### src/rtl/sc_b2p_arbiter.sv
// sc_b2p_arbiter: round-robin arbiter in front of a single binary-to-pulse
// stochastic converter (16-bit LFSR + unsigned greater-than compare).
// Each accepted request produces STREAM_LEN pulses tagged with the
// requester id; the LFSR restarts from SEED for every stream so identical
// inputs give identical bitstreams. The ones count is reported at the end.
`timescale 1ns/1ps
module sc_b2p_arbiter #(
  parameter int          NUM_REQ    = 4,
  parameter int          DATA_W     = 16,
  parameter int          STREAM_LEN = 256,
  parameter int          CNT_W      = 9,
  parameter int          ID_W       = 2,
  parameter logic [15:0] SEED       = 16'hACE1
) (
  input  logic                      clk,
  input  logic                      rst,
  input  logic [NUM_REQ-1:0]        req_valid,
  input  logic [NUM_REQ*DATA_W-1:0] req_data,
  output logic [NUM_REQ-1:0]        req_ready,
  output logic                      pulse_out,
  output logic                      pulse_valid,
  output logic [ID_W-1:0]           pulse_id,
  output logic                      pulse_last,
  output logic                      done_valid,
  output logic [CNT_W-1:0]          ones_count,
  output logic                      busy
);

  typedef enum logic {IDLE, RUN} state_t;

  state_t              state;
  logic [ID_W-1:0]     rr_ptr;
  logic [ID_W-1:0]     gnt_id;
  logic [DATA_W-1:0]   data_r;
  logic [15:0]         lfsr;
  logic [CNT_W-1:0]    cnt;
  logic [CNT_W-1:0]    ones_acc;

  logic [NUM_REQ-1:0]  grant;
  logic [ID_W-1:0]     grant_id;
  logic                found;
  logic [DATA_W-1:0]   data_sel;
  logic                cmp;
  logic [15:0]         lfsr_next;

  // The compare sees the current LFSR value, so the first pulse of a stream
  // is always decided against SEED itself.
  assign cmp       = (data_r > lfsr);
  assign lfsr_next = {lfsr[14:0], lfsr[15] ^ lfsr[13] ^ lfsr[12] ^ lfsr[10]};
  assign busy      = (state == RUN);
  assign req_ready = (state == IDLE) ? grant : '0;

  // Round-robin search: the first valid requester after rr_ptr wins.
  // The outer loop walks priority order, the inner loop maps the rotated
  // position back to a constant index so no variable bit-select is needed.
  always_comb begin
    int pos;
    grant    = '0;
    grant_id = '0;
    found    = 1'b0;
    pos      = 0;
    for (int k = 1; k <= NUM_REQ; k++) begin
      pos = int'(rr_ptr) + k;
      if (pos >= NUM_REQ) pos = pos - NUM_REQ;
      for (int j = 0; j < NUM_REQ; j++) begin
        if (!found && (j == pos) && req_valid[j]) begin
          found    = 1'b1;
          grant[j] = 1'b1;
          grant_id = ID_W'(j);
        end
      end
    end
  end

  // Select the binary value of the granted requester for latching.
  always_comb begin
    data_sel = '0;
    for (int j = 0; j < NUM_REQ; j++) begin
      if (grant[j]) data_sel = req_data[j*DATA_W +: DATA_W];
    end
  end

  // Main FSM: IDLE grants and seeds the stream, RUN emits one registered
  // pulse per cycle and closes the stream on the final count.
  always_ff @(posedge clk or posedge rst) begin
    if (rst) begin
      state       <= IDLE;
      rr_ptr      <= ID_W'(NUM_REQ - 1);
      gnt_id      <= '0;
      data_r      <= '0;
      lfsr        <= SEED;
      cnt         <= '0;
      ones_acc    <= '0;
      pulse_out   <= 1'b0;
      pulse_valid <= 1'b0;
      pulse_id    <= '0;
      pulse_last  <= 1'b0;
      done_valid  <= 1'b0;
      ones_count  <= '0;
    end else begin
      case (state)
        IDLE: begin
          pulse_out   <= 1'b0;
          pulse_valid <= 1'b0;
          pulse_id    <= '0;
          pulse_last  <= 1'b0;
          done_valid  <= 1'b0;
          if (found) begin
            data_r   <= data_sel;
            gnt_id   <= grant_id;
            rr_ptr   <= grant_id;
            lfsr     <= SEED;
            cnt      <= '0;
            ones_acc <= '0;
            state    <= RUN;
          end
        end
        RUN: begin
          pulse_out   <= cmp;
          pulse_valid <= 1'b1;
          pulse_id    <= gnt_id;
          ones_acc    <= ones_acc + CNT_W'(cmp);
          lfsr        <= lfsr_next;
          cnt         <= cnt + 1'b1;
          if (cnt == CNT_W'(STREAM_LEN - 1)) begin
            // Final pulse: the IDLE cycle that follows is where the next
            // grant can already be issued.
            pulse_last <= 1'b1;
            done_valid <= 1'b1;
            ones_count <= ones_acc + CNT_W'(cmp);
            state      <= IDLE;
          end else begin
            pulse_last <= 1'b0;
            done_valid <= 1'b0;
          end
        end
        default: state <= IDLE;
      endcase
    end
  end

endmodule

### config.mk
export PLATFORM = sky130hd
export DESIGN_NAME = sc_b2p_arbiter
export DESIGN_NICKNAME = d
export VERILOG_FILES = /design/src/rtl/sc_b2p_arbiter.sv
export SDC_FILE = /design/constraint.sdc
export NUM_CORES = 1
export LEC_CHECK = 0
export BUFFER_PORTS_ARGS = -buffer_cell sky130_fd_sc_hd__buf_2
export CORE_MARGIN = 2
export CORE_UTILIZATION = 30
export DETAILED_ROUTE_END_ITERATION = 12
export PLACE_DENSITY = 0.6
export SLEW_MARGIN = 20
export SYNTH_ARGS = -nofsm -noshare
export SYNTH_HDL_FRONTEND = slang
export SYNTH_SLANG_ARGS = --single-unit
### constraint.sdc
create_clock -name clk -period 2.5 [get_ports clk]
set_input_delay 0.125 -clock clk [delete_from_list [all_inputs] [get_ports clk]]
set_output_delay 0.125 -clock clk [all_outputs]
set_load 0.02 [all_outputs]
==> Yosys cells after proc, flatten, opt, wreduce, memory -nomap -nowiden <==
Index checks and enable logic that the tools add are counted.
{ "classes": {"shift": 0, "div": 0, "mux": 68, "n_eq_ne": 14, "n_lt_le_gt_ge": 5, "add_sub_neg": 10, "n_reduce_logical": 52, "bitwise": 4, "multipliers": 0} }
{ "op_table": {"columns": ["operator", "count"], "rows": [
  ["3-bit by 32-bit equality test with 1-bit output (first input constant)", 8],
  ["2-bit by 32-bit equality test with 1-bit output (first input constant)", 4],
  ["32-bit logical NOT", 4],
  ["32-bit 2-to-1 mux", 4],
  ["16-bit 2-to-1 mux", 5],
  ["9-bit one-hot mux with 2 select lines", 2],
  ["1-bit 2-to-1 mux", 35],
  ["16-bit one-hot mux with 2 select lines", 1],
  ["1-bit logical AND", 31],
  ["2-bit 2-to-1 mux", 14],
  ["16-bit > comparator", 1],
  ["1-bit logical NOT", 15],
  ["3-bit by 3-bit subtractor with 4-bit output (second input constant)", 3],
  ["9-bit by 1-bit adder with 9-bit output", 1],
  ["9-bit by 1-bit adder with 9-bit output (second input constant)", 1],
  ["9-bit by 8-bit equality test with 1-bit output (second input constant)", 1],
  ["3-bit >= comparator (second input constant)", 3],
  ["9-bit 2-to-1 mux", 1],
  ["1-bit one-hot mux with 2 select lines", 4],
  ["2-bit by 2-bit adder with 3-bit output (second input constant)", 2],
  ["4-bit by 3-bit subtractor with 5-bit output (second input constant)", 1],
  ["2-bit by 3-bit adder with 4-bit output (second input constant)", 1],
  ["4-bit by 3-bit >= comparator with 1-bit output (second input constant)", 1],
  ["4-bit 2-to-1 mux", 1],
  ["6 further kinds", 9]
]} }
{ "word_totals": {"ram_bits": 0, "inputBits": 70, "romBits": 0, "latchBits": 0, "output_inout_bits": 20, "memories": 0, "regBits": 69} }

==> Longest topological paths before layout <==
{ "logic_depth": {"word_depth": 68, "ltp_mapped": 12, "depth_no_buf": 12} }

==> Worst setup path before layout <==
Ideal clock, no wire load.
{ "synth_path": {"path_type": "reg-to-reg", "start": "register lfsr[15]", "end": "register ones_count[7]", "setup_slack_ps": 92, "path_buffers": 0, "stages_incl_launch_ff": 12, "t_arrival_ps": 2283, "setup_ps": 125, "required_ps": 2375, "cell_sequence": "dfstp_2 inv_1 ha_1 nand4_1 nor2_1 o211ai_1 a21oi_1 ha_1 nand2_1 or2_2 xnor2_1 mux2_2"} }
{ "synth_via": {"elab_chain_cells": 2} }
{ "synth_rtl": {"columns": ["element", "line", "text"], "rows": [
  ["start: declaration", "35", "logic [15:0] lfsr;"],
  ["start signal: assignment", "123", "lfsr <= lfsr_next;"],
  ["16-bit > comparator", "48", "assign cmp = (data_r > lfsr);"],
  ["9-bit by 1-bit adder with 9-bit output", "130", "ones_count <= ones_acc + CNT_W'(cmp);"],
  ["end signal: assignment", "130", null],
  ["end: declaration", "25", "output logic [CNT_W-1:0] ones_count,"]
]} }
Every way passes these cells.
A chain may end at the register's enable or synchronous reset.

==> Worst setup path in the final report <==
{ "layout_path": {"start": "register lfsr[5]", "end": "register ones_count[7]"} }
The elaborated chain is that of the path after synthesis.

==> flow_summary.toml <==
[floorplan]
die_w_um = 119.0
core_region_area_mm2 = 0.01309
ios = 90
start_util = 0.3030
die_h_um = 119.0
dieArea_mm2 = 0.01415
rows = 42

[timing]
max_freq_mhz = 400.2
setup_viol = 0
clock_skew_ps = 5.370
hold-worst-slack_ps = 77.47
tightest_slew_ps = 764.1
period_minus_slack_ps = 2499
hold_viol = 0
rsz0062_at_grt = "true"
max_slew_margin = 0.4906
finalCritPeriodShare = 0.9995
drv_slew = 0

[cells_and_area]
area_delta_synth_final_pct = 29.54
drive_gt1_frac = 0.3764
multiInputGateArea_mm2 = 0.002063
register_area_mm2 = 0.001739
layout_common_cells = "89 x buf_2, 59 x dfrtp_1, 36 x nand2_1"
antenna_cells = 0
layout_commonest_cell = "buf_2"
fillers = 1296
final_cells = 694
nNetsFinal = 603

[status]
status = "complete, no violations"

[clock_network]
htreeDepth = 3
clk_latency_ps = 340
clockBufferDepth = 2
cts_tree = "yes"
clkTransAtPathRegs_ps = 60
numCtsBuffers = 9
clockRootBuffer = "clkbuf_16"
clock-sinks = 69

[global_route]
grt_usage = 0.1471
grt_busiest_layer = "met2"
use_met3 = 0.02921
grt.overflow.total = 0
grt_pass1_vias = 3455
grt_first_pass_wirelength_um = 16610
met1_usage = 0.1879
grtUsageMet2 = 0.2464
antenna_found_initial = 0
grt_max_degree = 40

[placed_design]
dpl.cell_count = 674
routabilityCongestion = 0.8046
port_buffers = 89
dp_hpwl_um = 7133

[logic_synthesis]
ys_seq_elements = 69
synth_top_cell_by_area = "dfrtp_1"
synth_area_mm2 = 0.003965
synth_edf_count = 0
synthArstFlopShare = 1.000
synth_ff_type = "dfrtp_1"
synth_warnings = 0
yosysTopAreaCellShare = 0.3724
ys_types = 52
seq_area_frac_synth = 0.4386
synth.net_count = 506
synthCells = 416
yosys-top-cells-area = "dfrtp_1 37%, dfstp_2 6.6%, ha_1 6.3%"
syn_area_per_cell_um2 = 9.531

[drt]
wirelength_um = 9900
drtIter0Drc = 128
drt_pass1_iterations = 4
ant_nets = 0
viasPerCell = 4.876
drc = 0
vias = 3384
post_drt_wl_per_cell_um = 14.27

[setup_path]
worstPathArrival_ps = 2720
cp_common_cell = "ha_4"
worst_path_max_delay_cell = "dfstp_2"
crit_family = "compound AO/OA/AOI/OAI gates"
cp-start-kind = "flip-flop"
crit_chain = "inv_2 > ha_4 > o21ai_0 > a21oi_1 > o211ai_1 > a21oi_2 > ha_4 > nand2_2 > or2_4 > xnor2_2 > mux2_2"
slowest_delay_ps = 530
end_kind = "flip-flop"
worstPathRequired_ps = 2720
critPathMaxFanout = 3
worst-path-buf-inv = 1
critPathKind = "reg2reg"

[min_path]
holdCritPathClass = "in2reg"

[power]
static-leakage-power_nw = 2.352
ir_drop_mv = 0.5029
finalPower_mw = 5.485
power.density_mw_per_mm2 = 1068

[flow_run]
cap_violations = 0
[synth_stat cells, types with 2 or more instances]
master and n:
buf_6 5, nand4_1 7, nor2_1 24, a22o_1 5, xor2_1 8, mux2_2 4
and2_1 6, clkbuf_1 7, buf_2 6, o211ai_1 3, a21oi_2 2, o21ai_1 14
a31oi_1 2, nand2_1 38, ha_1 20, nand3_1 21, a21oi_4 2, a211oi_1 7
and3_1 3, a211oi_2 9, a21oi_1 15, buf_4 4, xnor2_1 6, a22oi_1 8
o21ai_0 34, inv_1 38, nor3_1 2, o22ai_1 25, dfrtp_1 59, dfstp_2 10
[path summary, 6_finish.rpt]
path	start	endpoint	slack, ps	depth (start not counted)
min in group asynchronous	rst	data_r[5]	430	3
worst min-delay path	req_data[60]	data_r[12]	80	3
max in group asynchronous	rst	lfsr[5]	1360	4
worst min register to register	cnt[7]	cnt[7]	480	1
worst max register to register	lfsr[5]	ones_count[7]	1	11
worst max-delay path	lfsr[5]	ones_count[7]	1	11
[registers in the layout (all words and copies together), names as in the netlist, 2 cells and up]
| signal | flops |
|---|---|
| data_r | 16 |
| lfsr | 16 |
| cnt | 9 |
| ones_acc | 9 |
| ones_count | 9 |
| gnt_id | 2 |
| pulse_id | 2 |
| rr_ptr | 2 |
[worst reg2reg max path: stages (launching register included)]
cell and delay, ps:
dfstp_2 530, inv_2 50, ha_4 260, o21ai_0 70, a21oi_1 210, o211ai_1 150, a21oi_2 240, ha_4 190
nand2_2 50, or2_4 240, xnor2_2 130, mux2_2 260
[where the power goes]
part	internal, mW	switching [mW]
clock	0.929	0.488
combinational	1.07	1.08
sequential	1.58	0.335
total	3.58	1.91
[metrics by stage]
step	instance area (µm²)	setup WS [ps]	utilization	TNS, ps
after floorplan	3965	92.31	-	0
after global placement	4591	-44.04	0.3508	-65.88
after detailed placement	4591	-80.02	0.3508	-188.4
after CTS	5012	3.430	0.3831	0
after global routing	5136	-72.83	0.3925	-193.2
final	5136	1.185	0.3925	0
[kinds of logic (layout without fill, tap and decap cells)]
group	Yosys count	count (layout)	synth area share
compound gates	136	136	0.2414
simple gates	109	109	0.1294
flops	69	69	0.4386
buf+inv	64	166	0.08520
fa+ha+maj	20	20	0.06311
xor+xnor	14	14	0.03093
mux	4	4	0.01136
[repair_timing]
item	4_1_cts	5_1_grt
endpoints found under the hold margin	22	0
buffers inserted	1	3
gates resized for setup	11	23
pin swaps	6	15
hold buffers	1	0
setup endpoints to repair	8	14
[per-layer routing]
metal	part of all wire	up-vias
met2	0.47	101
li1	-	1664
met1	0.46	1606
met4	0.016	0
met5	0	-
met3	0.046	13
[area by class of cell]
cell class,count,area share
tap,176,0.04287
multi-input combinational,283,0.4017
clock inverter,5,0.01583
clock buffer,11,0.04921
timing repair buffer,112,0.1240
sequential,69,0.3386
inverter,38,0.02777
Power figures use the tool's default switching activity.
